===== config.mk =====
export PLATFORM = sky130hd
export DESIGN_NAME = rr_arbiter8
export DESIGN_NICKNAME = d
export VERILOG_FILES = /design/src/rtl/rr_arbiter8.sv
export SDC_FILE = /design/constraint.sdc
export NUM_CORES = 1
export LEC_CHECK = 0
export CAP_MARGIN = 20
export CORE_AREA = 2 2 69 64
export DETAILED_ROUTE_END_ITERATION = 10
export DIE_AREA = 0 0 71 66
export PLACE_DENSITY = 0.69
export SYNTH_ARGS = -nofsm -noshare
export SYNTH_HDL_FRONTEND = slang
export SYNTH_SLANG_ARGS = --single-unit

===== constraint.sdc =====
create_clock -name clk -period 5.4 [get_ports clk]
set_input_delay 1.35 -clock clk [delete_from_list [all_inputs] [get_ports clk]]
set_output_delay 1.35 -clock clk [all_outputs]
set_load 0.05 [all_outputs]

===== src/rtl/rr_arbiter8.sv =====
// rr_arbiter8: eight-requester round-robin arbiter with hold-until-release grants.
// Optional hold limit compiled in with `define RR_ARB_TIMEOUT_EN (MAX_HOLD cycles per grant).
module rr_arbiter8 #(
  parameter int unsigned MAX_HOLD = 16
) (
  input  logic       clk,
  input  logic       rst_n,
  input  logic       enable,
  input  logic [7:0] req,
  output logic [7:0] gnt,
  output logic [2:0] gnt_idx,
  output logic       gnt_valid,
  output logic       timeout
);

  localparam logic StIdle  = 1'b0;
  localparam logic StGrant = 1'b1;

  // Reject out-of-range hold limits at elaboration.
  if (MAX_HOLD < 2 || MAX_HOLD > 255) begin : gen_max_hold_check
    $error("rr_arbiter8: MAX_HOLD must be in 2..255");
  end

  logic       state_q, state_d;
  logic [2:0] ptr_q, ptr_d;
  logic [7:0] gnt_q, gnt_d;
  logic [2:0] gnt_idx_q, gnt_idx_d;
  logic       gnt_valid_q, gnt_valid_d;

  logic       win_found;
  logic [2:0] win_idx;
  logic [2:0] scan_idx;
  logic       owner_req;

`ifdef RR_ARB_TIMEOUT_EN
  localparam logic [7:0] HoldLimit = 8'(MAX_HOLD - 1);
  logic [7:0] hold_cnt_q, hold_cnt_d;
  logic       timeout_q, timeout_d;
`endif

  assign owner_req = req[gnt_idx_q];

  // Rotating-priority scan: first set request at or after ptr, wrapping mod 8.
  always_comb begin
    win_found = 1'b0;
    win_idx   = 3'd0;
    scan_idx  = 3'd0;
    for (int i = 0; i < 8; i++) begin
      scan_idx = ptr_q + 3'(i);
      if (!win_found && req[scan_idx]) begin
        win_found = 1'b1;
        win_idx   = scan_idx;
      end
    end
  end

  // Next-state: issue in IDLE, hold or release (or time out) in GRANT.
  always_comb begin
    state_d     = state_q;
    ptr_d       = ptr_q;
    gnt_d       = gnt_q;
    gnt_idx_d   = gnt_idx_q;
    gnt_valid_d = gnt_valid_q;
`ifdef RR_ARB_TIMEOUT_EN
    hold_cnt_d  = hold_cnt_q;
    timeout_d   = 1'b0;
`endif
    case (state_q)
      StIdle: begin
        if (enable && win_found) begin
          gnt_d       = 8'b1 << win_idx;
          gnt_idx_d   = win_idx;
          gnt_valid_d = 1'b1;
          ptr_d       = win_idx + 3'd1;
          state_d     = StGrant;
`ifdef RR_ARB_TIMEOUT_EN
          hold_cnt_d  = 8'd0;
`endif
        end
      end
      StGrant: begin
        // A release always wins over the hold limit on the same edge.
        if (!owner_req) begin
          gnt_d       = 8'd0;
          gnt_idx_d   = 3'd0;
          gnt_valid_d = 1'b0;
          state_d     = StIdle;
`ifdef RR_ARB_TIMEOUT_EN
        end else if (hold_cnt_q == HoldLimit) begin
          gnt_d       = 8'd0;
          gnt_idx_d   = 3'd0;
          gnt_valid_d = 1'b0;
          timeout_d   = 1'b1;
          state_d     = StIdle;
        end else if (hold_cnt_q != 8'hFF) begin
          hold_cnt_d  = hold_cnt_q + 8'd1;
`endif
        end
      end
      default: state_d = StIdle;
    endcase
  end

  // State registers with asynchronous active-low reset.
  always_ff @(posedge clk or negedge rst_n) begin
    if (!rst_n) begin
      state_q     <= StIdle;
      ptr_q       <= 3'd0;
      gnt_q       <= 8'd0;
      gnt_idx_q   <= 3'd0;
      gnt_valid_q <= 1'b0;
    end else begin
      state_q     <= state_d;
      ptr_q       <= ptr_d;
      gnt_q       <= gnt_d;
      gnt_idx_q   <= gnt_idx_d;
      gnt_valid_q <= gnt_valid_d;
    end
  end

`ifdef RR_ARB_TIMEOUT_EN
  // Hold counter and timeout pulse registers.
  always_ff @(posedge clk or negedge rst_n) begin
    if (!rst_n) begin
      hold_cnt_q <= 8'd0;
      timeout_q  <= 1'b0;
    end else begin
      hold_cnt_q <= hold_cnt_d;
      timeout_q  <= timeout_d;
    end
  end

  assign timeout = timeout_q;
`else
  assign timeout = 1'b0;
`endif

  assign gnt       = gnt_q;
  assign gnt_idx   = gnt_idx_q;
  assign gnt_valid = gnt_valid_q;

endmodule


-- Word level (Yosys, flattened, before mapping)
Index checks and enable logic that the tools add are counted.
- shift-type cells: 1
- reduce and logical (&&, ||, !) cells: 17
- add/sub/neg operators: 8
- eq/ne operators: 2
- bitwise logic cells: 1
- muxes and demuxes: 46
- order comparisons: 9
- operator list (cell ; count):
    $lt 3x4->1 const B ; 9
    $mux 3 ; 10
    $bmux 1 s3 ; 9
    $mux 1 ; 21
    $mux 8 ; 2
    $pmux 8 s2 ; 1
    $add 3x3->3 const B ; 4
    $logic_and 1x1->1 ; 8
    $shl 1x3->8 const A ; 1
    $logic_not 1->1 ; 7
    $add 3x1->3 const B ; 2
    $add 3x2->3 const B ; 2
    $pmux 3 s2 ; 1
    $ne 2x2->1 const B ; 2
    $pmux 1 s2 ; 2
    $reduce_and 2->1 ; 2
    $not 1->1 ; 1
- flip-flop bits (word level): 16
- word-level logic and storage cells: 89
- input port bits: 11

-- Depth between registers and ports, before layout
- depth in word-level cells: 27
- depth in mapped cells: 17

-- Worst setup path after synthesis
Ideal clock, no wire load.
- kind: flip-flop to flip-flop
- start point: reg ptr_q[1]
- end point: reg ptr_q[2]
- required time: 5.270 ns
- data arrival time: 3.567 ns
- slack: 1.703 ns
- cell stages (with the launch flop): 16
- path through: dfrtp_1 > buf_1 > inv_1 > ha_1 > clkbuf_1 > mux4_2 > mux2_2 > nor4b_1 > a32oi_1 > o31ai_1 > o22a_1 > inv_1 > ha_1 > ha_1 > nand2_1 > o21ai_1
- cells in the longest elaborated chain, start to end: 26
- RTL lines (item ; RTL line ; text):
    start: declaration ; 25 ; logic [2:0] ptr_q, ptr_d;
    start signal: assignment ; 114 ; ptr_q <= ptr_d;
    branches (longest 26 deep; another with $add 3x1->3) ; - ;
Several ways; the timed one is not identified. The select of a mux whose other input is x is not followed.
A chain may end at the register's enable or synchronous reset.

-- Final worst setup path
Ends and elaborated chain as after synthesis.

==> results.json <==
{
  "rows": 22,
  "run_status": "finished, final reports clean",
  "yosysTopAreaCell": "dfrtp_1",
  "root_buffer": "clkbuf_8",
  "clk_pin_slew_ns": 0.06,
  "path_max_fanout": 20,
  "synth_area_per_cell_sq_um": 9.84,
  "ys.flop_type": "dfrtp_1",
  "drc": 0,
  "gr-usage-met3": 0.0274,
  "die_area_sq_mm": 0.00469,
  "ys_warn_count": 0,
  "gp_routability_congestion": 0.902,
  "cpMaxStageDelayCell": "ha_1",
  "htree_levels": 1,
  "skew_ns": 0.00215,
  "diodes": 0,
  "worstSkewPairLatency_ns": 0.25,
  "overflow": 0,
  "numCtsBuffers": 3,
  "area.growth.synth_to_final_pct": 14.1,
  "grt_use_met1": 0.344,
  "synth.distinct_cells": 58,
  "rsz0062_at_grt": "no",
  "ys_seq_elements": 16,
  "async_reset_ff_frac": 1.00,
  "start_kind": "flip-flop",
  "crit_path_end_kind": "flip-flop",
  "timing_hold_violations_final": 0,
  "reg2reg_depth": 13,
  "die_h_microns": 66,
  "final_cell_mix": "22 x clkdlybuf4s50_1, 21 x nand2_1, 16 x dfrtp_1, 13 x mux2i_1, 11 x nand3_1",
  "cp.required_ns": 5.53,
  "vias": 1675,
  "dp_hpwl_microns": 3650,
  "crit_type": "flip-flop to flip-flop",
  "cp_data_arrival_time_ns": 4.52,
  "crit_top_cell": "ha_1",
  "synth_area_sq_mm": 0.00191,
  "period_needed_ns": 4.39,
  "drt-vias-per-instance": 6.47,
  "slowest_delay_ns": 0.83,
  "core_area_sq_mm": 0.00399,
  "num-nets-final": 230,
  "rr_endpoint": "ptr_q[2]",
  "fin_tns_setup_ns": 0,
  "grt_pass1_vias": 1578,
  "whs_path_depth": 2,
  "mostFrequentLayoutCell": "clkdlybuf4s50_1",
  "dpl_worst_slack_ns": 0.803,
  "postRouteAntennaNets": 0,
  "synth_edf_count": 0,
  "r2r_start": "ptr_q[1]",
  "grt_pass1_wl_microns": 8310,
  "use_met2": 0.349,
  "cp_cell_sequence": "inv_1, ha_1, mux4_2, mux2_2, nor4b_1, a32oi_1, o31ai_1, o22a_1, inv_1, ha_1, ha_1, nand2_1, o21ai_1",
  "worstHoldStart": "gnt_valid",
  "port-buffer-count": 22,
  "synth_area_leaders": "dfrtp_1 21%, mux4_2 11%, mux2i_1 6.8%",
  "setup_viol": 0,
  "max_slew.worst_pin.slew_ns": 0.728,
  "grt_max_degree": 26,
  "initial_utilization": 0.478,
  "drt_iter0_markers": 190,
  "antenna_found_initial": 0,
  "cts-resized-gates": 0,
  "fin_ws_ns": 1.01,
  "cts_max_path_buffers": 2,
  "holdPathEnd": "gnt_valid",
  "hold_class": "flip-flop to flip-flop",
  "die_w_microns": 71,
  "cts.sinks": 16,
  "busiest_layer": "met2",
  "drive_gt1_frac": 0.152,
  "synthesis.instances": 194,
  "cts_tree": "done",
  "finish.utilization": 0.545,
  "wire_per_inst_microns": 19.1,
  "fin_crit_sh": 0.813,
  "first_pass_iters": 4,
  "slew_headroom": 0.513,
  "n_fill_cell": 351,
  "post_cts_buffers": 0,
  "max_freq_ghz": 0.228,
  "mappedNetlistNets": 212,
  "num_io_pins": 24,
  "multiInputGateArea_sq_mm": 0.00141,
  "wl_microns": 4930,
  "ys_seq_area_frac": 0.210,
  "r2r_slack_ns": 1.01,
  "seq_area_sq_um": 400,
  "slew_violations": 0,
  "netlist.area_leader.share": 0.210,
  "cap_violations": 0,
  "ctsHoldBuffers": 0,
  "grt_usage": 0.228
}
==> cell type report <==
| type | count | area share |
|---|---|---|
| Clock buffer | 4 | 0.0253 |
| Inverter | 7 | 0.0121 |
| Multi-Input combinational cell | 161 | 0.647 |
| Sequential cell | 16 | 0.184 |
| Tap cell | 48 | 0.0276 |
| Timing Repair Buffer | 23 | 0.105 |
==> metrics by stage <==
stage          hold slack (ns)  cell area (sq um)  instances
3_5_place_dp             0.471               2120        255
5_1_grt                  0.527               2180        259
3_3_place_gp             0.460               2120        255
2_1_floorplan            0.519               1910        194
4_1_cts                  0.487               2180        259
6_report                 0.478               2180        259
==> synth_stat cells, types with 3 or more instances <==
library cell,count
mux2_2,5
dfrtp_1,16
a21oi_1,9
inv_1,7
nand3_1,11
clkbuf_1,3
mux4_1,4
a22o_1,6
nand2_1,21
mux2i_1,13
ha_1,7
nand2b_1,3
nor2_1,8
nor3_1,6
o21ai_1,5
o31ai_1,4
mux4_2,9
==> state kept, by name, indices dropped and copies added, names as in the netlist <==
register,cells
ptr_q,3
gnt_idx,3
state_q,1
gnt_valid,1
gnt,8
==> cell families (layout without fill, tap and decap cells) <==
group / count (synthesis) / count (layout) / synth area share
simple gates: 63 / 63 / 0.166
fa+ha+maj: 7 / 7 / 0.0459
other cells: 1 / 1 / 0.00197
mux: 35 / 35 / 0.298
xor+xnor: 3 / 3 / 0.0138
compound gates: 52 / 52 / 0.212
flops: 16 / 16 / 0.210
buf+inv: 17 / 34 / 0.0525
==> per-layer routing <==
layer / up-vias / share of wire / wire [microns]
met4: 0 / 0.0063 / 31
met2: 62 / 0.46 / 2290
met1: 818 / 0.47 / 2320
met5: - / 0 / 0
met3: 4 / 0.060 / 296
li1: 791 / - / -
==> critical path: cells and delay by family (launching register included) <==
| family | cells | cell delay [ns] |
|---|---|---|
| DFF | 1 | 0.72 |
| buffers and inverters | 2 | 0.39 |
| AOI/OAI and AO/OA | 4 | 0.54 |
| muxes | 2 | 0.89 |
| adders and majority gates | 3 | 1.33 |
| and+or+nand+nor | 2 | 0.38 |
==> how the worst max path moves through the flow <==
stage | start | cells after the start | to
finish | ptr_q[1] | 13 | ptr_q[2]
global route | ptr_q[1] | 13 | ptr_q[2]
CTS | ptr_q[1] | 13 | ptr_q[2]
detailed placement | req[4] | 11 | ptr_q[2]
global placement | req[4] | 11 | ptr_q[2]
floorplan | ptr_q[1] | 15 | ptr_q[2]
Power is left out: the tool's default activity adds up to more than one toggle a clock period on the data nets, which glitch-free logic cannot reach.
